`src/rtl/fixed_point_mac_accum.sv`:
```
// Streaming group accumulator for the output of a pipelined fixed-point multiplier.
// Signed products are summed into a guard-bit accumulator until a last flag arrives
// or MAX_TERMS beats have been taken. The closing sum is rounded half toward +inf,
// saturated to OUT_WIDTH and loaded into a single-entry valid/ready output register.
// The input is never stalled. A result that cannot be stored is discarded, and the
// discard is recorded in a sticky flag.
//
// Ports:
//   clk_in          system clock
//   rst_in          asynchronous, active-low reset
//   prod_in         signed product with P_FRAC_BITS fractional bits
//   prod_valid_in   prod_in is valid this cycle
//   prod_last_in    final beat of the group (qualified by prod_valid_in)
//   sum_out         rounded/saturated group sum with OUT_FRAC_BITS fractional bits
//   sum_valid_out   sum_out holds a result that has not been accepted
//   sum_ready_in    consumer accepts sum_out when sum_valid_out is also high
//   sum_sat_out     sum_out was clipped (travels with sum_out)
//   term_count_out  number of beats in the presented group
//   drop_err_out    sticky: a completed result was discarded
//   len_err_out     sticky: a group reached MAX_TERMS without a last flag
module fixed_point_mac_accum #(
  parameter int P_WIDTH        = 18,
  parameter int P_FRAC_BITS    = 14,
  parameter int ACC_GUARD_BITS = 4,
  parameter int OUT_WIDTH      = 16,
  parameter int OUT_FRAC_BITS  = 14,
  parameter int MAX_TERMS      = 16
) (
  input  logic                             clk_in,
  input  logic                             rst_in,
  input  logic [P_WIDTH-1:0]               prod_in,
  input  logic                             prod_valid_in,
  input  logic                             prod_last_in,
  output logic [OUT_WIDTH-1:0]             sum_out,
  output logic                             sum_valid_out,
  input  logic                             sum_ready_in,
  output logic                             sum_sat_out,
  output logic [$clog2(MAX_TERMS+1)-1:0]   term_count_out,
  output logic                             drop_err_out,
  output logic                             len_err_out
);

  localparam int ACC_W = P_WIDTH + ACC_GUARD_BITS;
  localparam int CNT_W = $clog2(MAX_TERMS + 1);
  localparam int SHIFT = P_FRAC_BITS - OUT_FRAC_BITS;

  // Output limits, expressed at the width of the rounding path.
  localparam logic signed [ACC_W:0] SMAX = {{(ACC_W+2-OUT_WIDTH){1'b0}}, {(OUT_WIDTH-1){1'b1}}};
  localparam logic signed [ACC_W:0] SMIN = ~SMAX;

  typedef enum logic {IDLE, ACCUM} state_t;

  state_t                    state, state_next;
  logic signed [ACC_W-1:0]   acc, acc_next, prod_ext;
  logic        [CNT_W-1:0]   count, count_next;
  logic                      close, forced;
  logic signed [ACC_W:0]     acc_wide, rounded;
  logic                      sat_hi, sat_lo;
  logic        [OUT_WIDTH-1:0] sum_fmt;

  assign prod_ext = {{ACC_GUARD_BITS{prod_in[P_WIDTH-1]}}, prod_in};

  always_comb begin
    state_next = state;
    acc_next   = acc;
    count_next = count;
    close      = 1'b0;
    forced     = 1'b0;
    if (prod_valid_in) begin
      if (state == IDLE) begin
        acc_next   = prod_ext;
        count_next = CNT_W'(1);
      end else begin
        acc_next   = acc + prod_ext;
        count_next = count + 1'b1;
      end
      close      = prod_last_in || (count_next == CNT_W'(MAX_TERMS));
      forced     = !prod_last_in && (count_next == CNT_W'(MAX_TERMS));
      state_next = close ? IDLE : ACCUM;
    end
  end

  // One extra bit so that adding the rounding constant can never wrap.
  assign acc_wide = {acc_next[ACC_W-1], acc_next};

  generate
    if (SHIFT > 0) begin : g_round
      localparam logic signed [ACC_W:0] HALF = (ACC_W+1)'(1) << (SHIFT - 1);
      assign rounded = (acc_wide + HALF) >>> SHIFT;
    end else begin : g_no_round
      assign rounded = acc_wide;
    end
  endgenerate

  assign sat_hi  = rounded > SMAX;
  assign sat_lo  = rounded < SMIN;
  assign sum_fmt = sat_hi ? SMAX[OUT_WIDTH-1:0] :
                   sat_lo ? SMIN[OUT_WIDTH-1:0] : rounded[OUT_WIDTH-1:0];

  always_ff @(posedge clk_in or negedge rst_in) begin
    if (!rst_in) begin
      state <= IDLE;
      acc   <= '0;
      count <= '0;
    end else begin
      state <= state_next;
      acc   <= acc_next;
      count <= count_next;
    end
  end

  // Single-entry output register. A close that coincides with acceptance of the
  // held result reloads it directly, so no bubble appears on sum_valid_out.
  always_ff @(posedge clk_in or negedge rst_in) begin
    if (!rst_in) begin
      sum_out        <= '0;
      sum_valid_out  <= 1'b0;
      sum_sat_out    <= 1'b0;
      term_count_out <= '0;
      drop_err_out   <= 1'b0;
      len_err_out    <= 1'b0;
    end else begin
      if (close && (!sum_valid_out || sum_ready_in)) begin
        sum_out        <= sum_fmt;
        sum_sat_out    <= sat_hi || sat_lo;
        term_count_out <= count_next;
        sum_valid_out  <= 1'b1;
      end else if (sum_ready_in) begin
        sum_valid_out  <= 1'b0;
      end
      if (close && sum_valid_out && !sum_ready_in) begin
        drop_err_out <= 1'b1;
      end
      if (forced) begin
        len_err_out <= 1'b1;
      end
    end
  end

endmodule
```
`config.mk`:
```
export PLATFORM = sky130hd
export DESIGN_NAME = fixed_point_mac_accum
export DESIGN_NICKNAME = d
export VERILOG_FILES = /design/src/rtl/fixed_point_mac_accum.sv
export SDC_FILE = /design/constraint.sdc
export NUM_CORES = 1
export LEC_CHECK = 0
export CAP_MARGIN = 0
export CORE_UTILIZATION = 60
export DETAILED_ROUTE_END_ITERATION = 10
export PLACE_DENSITY = 0.93
export SLEW_MARGIN = 20
export SYNTH_ARGS = -nofsm -noshare
export SYNTH_HDL_FRONTEND = slang
export SYNTH_SLANG_ARGS = --single-unit
```
`constraint.sdc`:
```
create_clock -name clk_in -period 5.7 [get_ports clk_in]
set_input_delay 0.855 -clock clk_in [delete_from_list [all_inputs] [get_ports clk_in]]
set_output_delay 0.855 -clock clk_in [all_outputs]
set_load 0.01 [all_outputs]
```
---- Yosys cells after proc, flatten, opt, wreduce, memory -nomap -nowiden ----
Index checks and enable logic that the tools add are counted.
storage, ports and cells
  register bits after elaboration ......... 53
  bits of input ports ..................... 23
  output and inout port bits .............. 25
  word-level logic and storage cells ...... 37
operators by class
  $add $sub $neg .......................... 2
  order comparisons ....................... 2
  eq/ne operators ......................... 1
  muxes and demuxes ....................... 12
  reductions and logical operators ........ 11
operators by type and width
  cell                                                             count
  2-to-1 mux 22 bit                                                2
  2-to-1 mux 16 bit                                                2
  adder 22 x 18 -> 22 bit                                          1
  greater-than comparator 22 x 16 -> 1 bit, second input constant  1
  < comparator 22 x 16 -> 1 bit, second input constant             1
  2-to-1 mux 5 bit                                                 3
  adder 5 x 1 -> 5 bit, second input constant                      1
  == test 5 bit, second input constant                             1
  2-to-1 mux 1 bit                                                 5
  logical AND 1 bit                                                4
  zero test 1 bit                                                  3
  logical OR 1 bit                                                 3
  nonzero test 2 bit                                               1

---- Logic depth before layout (Yosys ltp) ----
Gate-level depths: netlist of the first run.
  word-level depth ........................ 8
  depth in mapped cells ................... 12
  gate-level depth less buffers ........... 11

---- Worst setup path before layout of the first run ----
No wires, ideal clock.
  kind .................................... input -> register
  from .................................... input port prod_in[0]
  to ...................................... register sum_out[2]
  setup time .............................. 0.127 ns
  arrival ................................. 3.506 ns
  data required time ...................... 5.573 ns
  setup slack ............................. 2.067 ns
  stages on the path ...................... 12
  path buffers ............................ 1
  cell sequence ........................... ha_1 -> fa_1 -> a211o_1 -> a211o_1 -> a211oi_4 -> o2111ai_1 -> nand3_2 -> nor2_1 -> nor4_2 -> nor2_1 -> buf_6 -> a221o_2
between the ends
  longest elaborated chain between the ends .. 6
  elaborated cells on any way between the ends .. 7
  those cells by class .................... add/sub: 1; order compare: 2; mux: 4
RTL lines
  element                        line  text
  start: declaration             31    input logic [P_WIDTH-1:0] prod_in,
  adder 22 x 18 -> 22 bit (*)    74    acc_next = acc + prod_ext;
  2-to-1 mux 22 bit (*)          70    if (state == IDLE) begin
  2-to-1 mux 22 bit (*)          69    if (prod_valid_in) begin
  named net acc_next[16]         54    logic signed [ACC_W-1:0] acc, acc_next, prod_ext;
  < comparator 22 x 16 -> 1 bit  96    assign sat_lo = rounded < SMIN;
  2-to-1 mux 16 bit              98    sat_lo ? SMIN[OUT_WIDTH-1:0] : rounded[OUT_WIDTH-1:0];
  2-to-1 mux 16 bit (*)          97    assign sum_fmt = sat_hi ? SMAX[OUT_WIDTH-1:0] :
  end signal: assignment         124   sum_out <= sum_fmt;
  end: declaration               34    output logic [OUT_WIDTH-1:0] sum_out,
Mark *: on every way through the listed nets, which the timed path passes. The rest lies on a longest branch.
A chain may end at the register's enable or synchronous reset.

---- Worst setup path in the final report of the first run ----
  from .................................... input port prod_in[0]
  to ...................................... register sum_out[9]
between the ends
  longest elaborated chain between the ends .. 6
  elaborated cells on any way between the ends .. 7
  those cells by class .................... add/sub: 1; order compare: 2; mux: 4
RTL lines
  element                        line
  adder 22 x 18 -> 22 bit        74
  2-to-1 mux 22 bit (*)          70
  2-to-1 mux 22 bit (*)          69
  < comparator 22 x 16 -> 1 bit  96
  2-to-1 mux 16 bit              98
  2-to-1 mux 16 bit (*)          97
Every way passes the cells marked *; elsewhere a longest branch is shown, timed or not.

==> results of run 1 <==
## worst reg2reg max path, stage by stage, from the launching register on
cell       delay, ps
dfrtp_1          410
ha_1             230
fa_1             460
a211o_1          340
a211o_1          360
a21oi_1          210
mux2i_1          240
nand3_1          200
a2111oi_4        350
a41oi_2          180
nor2_2           410
a221o_2          240
## power by group
part	switching, mW	internal [mW]	total (mW)	leakage [nW]
logic	0.724	0.616	1.34	1.15
clock network	0.136	0.0896	0.226	0.0423
registers	0.133	0.540	0.673	0.620
total	0.993	1.25	2.24	1.81
## registers in the layout (all words and copies together) (netlist names)
| name | flops |
|---|---|
| acc | 22 |
| drop_err_out | 1 |
| sum_out | 16 |
| len_err_out | 1 |
| count | 5 |
| state | 1 |
| sum_valid_out | 1 |
| term_count_out | 5 |
| sum_sat_out | 1 |
## placed cells by master, fill, tap and decap left out, types with 6 or more instances in the layout
cell type / count
inv_1: 12
nor3_1: 7
dfrtp_1: 53
a211oi_1: 6
clkdlybuf4s50_1: 46
nand3_1: 11
mux2i_1: 17
nand2b_1: 7
nor2b_1: 6
o21ai_0: 23
a21oi_1: 40
nand2_1: 36
a221o_2: 9
ha_1: 22
nor2_1: 28
xnor2_1: 10
## final timing paths
kind	startpoint	end	slack, ps	depth (start not counted)
worst max-delay path	prod_in[0]	sum_out[9]$_DFFE_PN0P_	1410	12
worst min-delay path	len_err_out$_DFFE_PN0P_	len_err_out$_DFFE_PN0P_	480	1
worst max register to register	acc[0]$_DFF_PN0_	sum_out[9]$_DFFE_PN0P_	2010	11
worst min register to register	len_err_out$_DFFE_PN0P_	len_err_out$_DFFE_PN0P_	480	1
max in group asynchronous	rst_in	acc[17]$_DFF_PN0_	4610	2
min in group asynchronous	rst_in	acc[4]$_DFF_PN0_	640	2
## synth_stat cells, types with 6 or more instances
library cell,n
dfrtp_1,53
a21oi_1,40
nand2_1,36
nor2_1,28
o21ai_0,23
ha_1,22
mux2i_1,17
inv_1,12
nand3_1,11
xnor2_1,10
a221o_2,9
nand2b_1,7
nor3_1,7
a211oi_1,6
nor2b_1,6
## logic make-up after synthesis
group	count (synthesis)
compound gates	135
fa+ha+maj	23
flops	53
buf+inv	31
simple gates	115
xor+xnor	15
mux	20
## layer usage
metal  track usage (%)  part of all wire (%)  vias to the layer above
li1                  -                     -                     1542
met4              9.82                   1.7                        0
met1              45.3                    44                     1622
met3              4.23                   7.9                       15
met5                 0                     0                        -
met2              49.8                    46                      175
## stage by stage
step	hold slack (ps)	worst slack, ps
after floorplan	478	2070
after global placement	459	1230
after detailed placement	459	1140
after CTS	487	1440
after global routing	500	1170
final	483	1410
## area by class of cell
class	instances	area, µm²
fill	431	1650
sequential	53	1330
inverter	12	45.0
clock inverter	3	26.3
timing repair buffer	51	495
clock buffer	5	68.8
tap	75	93.8
multi-input combinational	308	2180
==> metrics.md, run 1 <==
| Metric | Value |
|---|---|
| Worst-path fanout max | `12` |
| Layout cells sized above 1 | `10.4%` |
| Post-CTS setup buffer count | `0` |
| CTS Sinks | `53` |
| Syn nets | `438` |
| Worst setup EP type | `register` |
| CP Launch Type | `input pin` |
| Number of flops mapped to enable cells by yosys | `0` |
| Total die area | `0.00639 mm²` |
| Post-synth top area share | `36.4%` |
| Final min period | `4290 ps` |
| Nets | `477` |
| Core area | `0.00589 mm²` |
| Tightest Pin Transition | `768 ps` |
| # setup viols final | `0` |
| Layout Cells excl Fill | `507` |
| Post-DP HPWL | `7080 µm` |
| Skew-Pair Late Insertion Delay | `320 ps` |
| Post-cts resize count | `0` |
| CP Buf/Inv Count | `1` |
| Final Hold Viols | `0` |
| Cell row count | `28` |
| First-pass GRT wire length | `15300 µm` |
| Setup TNS Final | `0 ps` |
| Post-placement cell count | `499` |
| Synthesized flop and latch total | `53` |
| Crit share post-route | `75.2%` |
| Remaining DRCs | `0` |
| Initial Utilization | `61.9%` |
| Largest net degree at the start of global routing | `54` |
| Post-synth ARST share | `100%` |
| Type of the worst setup path | `in2reg` |
| Seq/Total Area, Yosys | `36.4%` |
| Pwr Total | `2.24 mW` |
| Max clock buf depth | `2` |
| Max Clock Skew | `13.0 ps` |
| Multiplexer share of the synthesized area | `5.60%` |
| Antenna Nets Post-Route | `0` |
| Initial antenna violation count | `0` |
| H-tree depth | `2` |
| Main flop type after synthesis | `dfrtp_1` |
| Synth Instances | `392` |
| Synthesized area | `0.00364 mm²` |
| Clock Root Buffer | `clkbuf_8` |
| TritonCTS buffer count | `5` |
| Hold buffers post-CTS | `0` |
| Die Ht | `79.9 µm` |
| Aggregate global-route resource usage | `31.7%` |
| Pwr dens | `529 mW/mm²` |
| Worst vdd ir | `0.344 mV` |
| Status | `complete, no violations` |
| Worst Hold Class | `reg2reg` |
| Congestion Overflow GR | `0` |
| Vias in the first global route | `3110` |
| Post-Synth XOR/XNOR Area | `3.61%` |
| Slew Limit Fails | `0` |
| Largest family of logic cells by synthesized area | `compound AO/OA/AOI/OAI gates` |
| DR vias | `3354` |
| Post-Synth Simple-Gate Area | `15.5%` |
| Final Cell Area | `0.00423 mm²` |
| Fmax | `0.233 GHz` |
| Synth area leaders | `dfrtp_1 (36%), ha_1 (7.6%), a21oi_1 (5.5%)` |
| Worst path top cell family by delay | `compound AO/OA/AOI/OAI gates` |
| Total of max-cap violations | `0` |
| Synthesis Warnings | `0` |
| Worst endpoint required time | `5950 ps` |
| Critical path data arrival time | `4530 ps` |
| Synth Area in Adders | `8.10%` |
| Fin util | `71.9%` |
| Slowest CP cell | `fa_1` |
| Area leader, netlist | `dfrtp_1` |
| Width of the die | `79.9 µm` |
| PortBufs | `47` |
| IO Pins | `48` |
| CTS tree | `built` |
| Area after DPL | `0.00414 mm²` |
| Max incr delay on CP | `450 ps` |
| Crit-path cells | `clkdlybuf4s50_1 > ha_1 > fa_1 > a211o_1 > a211o_1 > a21oi_1 > mux2i_1 > nand3_1 > a2111oi_4 > a41oi_2 > nor2_2 > a221o_2` |
| Pleak | `1.81 nW` |
| Worst path most repeated cell | `a211o_1` |
| Syn-to-layout area delta | `16.1%` |
| Total routed wirelength | `9560 µm` |
| Detailed-router iteration count before antenna repair | `5` |
| Synthesized area per cell | `9.29 µm²` |
| DRT iter0 DRCs | `298` |
| RePlAce Congestion | `0.987` |
| Slew Limit Headroom | `48.6%` |
| Antenna cells | `0` |
| Unrepaired setup endpoints after global routing | `false` |
| Compound-Gate Fraction of Synth Area | `27.0%` |
| Via density | `6.62` |
| Synth unique cells | `66` |
| Clock transition at the registers of the reported paths | `90 ps` |
| WL per Instance | `18.9 µm` |
Note: power is estimated with default switching activity, not from simulation.
==> run 2: changes to the inputs <==
--- a/config.mk
+++ b/config.mk
@@ -6,9 +6,9 @@
 export NUM_CORES = 1
 export LEC_CHECK = 0
 export CAP_MARGIN = 0
-export CORE_UTILIZATION = 60
+export CORE_UTILIZATION = 50
 export DETAILED_ROUTE_END_ITERATION = 10
-export PLACE_DENSITY = 0.93
+export PLACE_DENSITY = 0.83
 export SLEW_MARGIN = 20
 export SYNTH_ARGS = -nofsm -noshare
 export SYNTH_HDL_FRONTEND = slang
==> constraint.sdc (replaced) <==
create_clock -name clk_in -period 3.75 [get_ports clk_in]
set_input_delay 0.5625 -clock clk_in [delete_from_list [all_inputs] [get_ports clk_in]]
set_output_delay 0.5625 -clock clk_in [all_outputs]
set_load 0.01 [all_outputs]
==> metrics.md, run 2 (synthesis results as in run 1) <==
| Metric | Value |
|---|---|
| Status | `complete, no violations` |
| Type of the worst setup path | `in2reg` |
| DR vias | `3380` |
| Flip-flop and latch area | `0.00133 mm²` |
| Largest net degree at the start of global routing | `29` |
| Pwr Total | `3.53 mW` |
| Initial antenna violation count | `0` |
| DRT iter0 DRCs | `260` |
| Max incr delay on CP | `430 ps` |
| Antenna cells | `0` |
| Via density | `6.15` |
| Tightest Pin Transition | `725 ps` |
| Unrepaired setup endpoints after global routing | `true` |
| Final Hold Viols | `0` |
| WL per Instance | `17.3 µm` |
| Die Ht | `87.4 µm` |
| Top flop regs | `acc x22, sum_out x16` |
| IO Pins | `48` |
| Antenna Nets Post-Route | `0` |
| Filler Cells Inserted | `584` |
| Syn-to-layout area delta | `22.3%` |
| Max clock buf depth | `2` |
| Worst setup EP type | `register` |
| Max Clock Skew | `12.3 ps` |
| Most frequent cells in the layout | `dfrtp_1 (53), clkdlybuf4s50_1 (46), a21oi_1 (39)` |
| Width of the die | `87.4 µm` |
| # setup viols final | `0` |
| First-pass GRT wire length | `15400 µm` |
| Clock transition at the registers of the reported paths | `110 ps` |
| H-tree depth | `2` |
| Nets | `499` |
| Worst endpoint required time | `3950 ps` |
| Final min period | `3630 ps` |
| Hold buffers post-CTS | `0` |
| RePlAce Congestion | `0.950` |
| Worst slack, placed | `-404 ps` |
| CTS tree | `built` |
| Detailed-router iteration count before antenna repair | `5` |
| Core area | `0.00691 mm²` |
| Skew-Pair Late Insertion Delay | `320 ps` |
| Clock Root Buffer | `clkbuf_8` |
| Critical path data arrival time | `3830 ps` |
| Setup slack, reg-to-reg | `420 ps` |
| Slew Limit Headroom | `51.7%` |
| Crit Reg-Reg Endpoint | `sum_out[3]$_DFFE_PN0P_` |
| Total routed wirelength | `9520 µm` |
| TritonCTS buffer count | `5` |
| Total die area | `0.00763 mm²` |
| Aggregate global-route resource usage | `26.0%` |
| CP Launch Type | `input pin` |
| Worst vdd ir | `0.459 mV` |
| Layout cells sized above 1 | `16.1%` |
| Max reg flops | `22` |
| Initial Utilization | `52.8%` |
| Pleak | `1.92 nW` |
| Pwr dens | `791 mW/mm²` |
| Post-DP HPWL | `7180 µm` |
| Crit share post-route | `96.8%` |
| Commonest non-fill, non-tap cell in the layout | `dfrtp_1` |
| Slowest CP cell | `clkdlybuf4s50_1` |
| Fmax | `0.275 GHz` |
| Vias in the first global route | `3280` |
| Cell row count | `30` |
| Congestion Overflow GR | `0` |
| R2R cell count | `11` |
| Fin util | `64.5%` |
| CTS Sinks | `53` |
| CP startpoint | `prod_in[0]` |
| RR Startpoint | `acc[0]$_DFF_PN0_` |
| Slew Limit Fails | `0` |
| Worst-path fanout max | `13` |
| Register bank with the most flops | `acc` |
| Crit-path cells | `clkdlybuf4s50_1 > ha_1 > fa_1 > a211o_1 > a211o_4 > a211oi_4 > o2111ai_1 > nand3_2 > nor2_1 > nor4_2 > nor2_2 > a221o_2` |
| Final WS setup | `119 ps` |
| Worst Hold Class | `in2async` |
| PortBufs | `47` |
| Remaining DRCs | `0` |
| Multi-input logic area | `0.00220 mm²` |
| Total of max-cap violations | `0` |
run 2: cell count changes in the layout (fill, tap and decap cells not counted), sizes merged:
| cell | change |
|---|---|
| buf | +22 |
run 2: worst max path at each step:
| stage | to | cells after the start |
|---|---|---|
| final | sum_out[3]$_DFFE_PN0P_ | 12 |
| after global routing | sum_out[11]$_DFFE_PN0P_ | 13 |
| after CTS | sum_out[12]$_DFFE_PN0P_ | 13 |
| after detailed placement | sum_out[9]$_DFFE_PN0P_ | 12 |
| after global placement | sum_out[4]$_DFFE_PN0P_ | 12 |
| after floorplan | sum_out[2]$_DFFE_PN0P_ | 12 |
run 2: area by class of cell:
class,count,share of cell area (%)
multi-input cells,308,49.5
flip-flops and latches,53,29.8
repair buffers,73,14.9
well taps,96,2.70
clock buffers,5,1.54
inverters,12,1.01
clock inverters,3,0.590
run 2: per-layer routing:
| metal | GRT usage [%] | vias up | wire length, µm |
|---|---|---|---|
| met5 | 0 | - | 0 |
| met4 | 9.84 | 0 | 238 |
| met3 | 3.98 | 27 | 519 |
| met2 | 43.5 | 136 | 4600 |
| met1 | 33.9 | 1639 | 4170 |
| li1 | - | 1578 | - |
run 2: worst max-delay path, delay by kind of cell:
| family | cells | cell delay, ps |
|---|---|---|
| adders and majority gates | 2 | 640 |
| buffers and inverters | 1 | 430 |
| and+or+nand+nor | 4 | 680 |
| AOI/OAI and AO/OA | 5 | 1510 |
run 2: where the power goes:
part           internal (mW)  leakage, nW  switching (mW)  total [mW]
clock                  0.136       0.0423           0.204       0.341
sequential             0.821        0.620           0.198        1.02
combinational           1.05         1.26            1.12        2.17
total                   2.00         1.92            1.52        3.53
run 2: stage by stage:
stage / cell area (µm²) / hold slack (ps) / setup TNS [ps] / std cells
2_1_floorplan: 3640 / 267 / 0 / 392
3_3_place_gp: 4320 / 458 / -3150 / 541
3_5_place_dp: 4320 / 460 / -6030 / 541
4_1_cts: 4420 / 253 / 0 / 549
5_1_grt: 4450 / 285 / -240 / 550
6_report: 4450 / 236 / 0 / 550
run 2: what timing repair did:
action	CTS	global route
hold endpoints to repair	0	0
setup buffers	0	1
pin swaps	0	2
setup endpoints to repair	16	16
resized for setup	2	5
==> run 3: changes to the inputs <==
--- a/config.mk
+++ b/config.mk
@@ -7,6 +7,7 @@
 export LEC_CHECK = 0
 export CAP_MARGIN = 0
 export CORE_UTILIZATION = 50
+export CTS_CLUSTER_SIZE = 24
 export DETAILED_ROUTE_END_ITERATION = 10
 export PLACE_DENSITY = 0.83
 export SLEW_MARGIN = 20
==> results of run 3 <==
No change in the layout: final DEF, timing and power equal those of run 2.
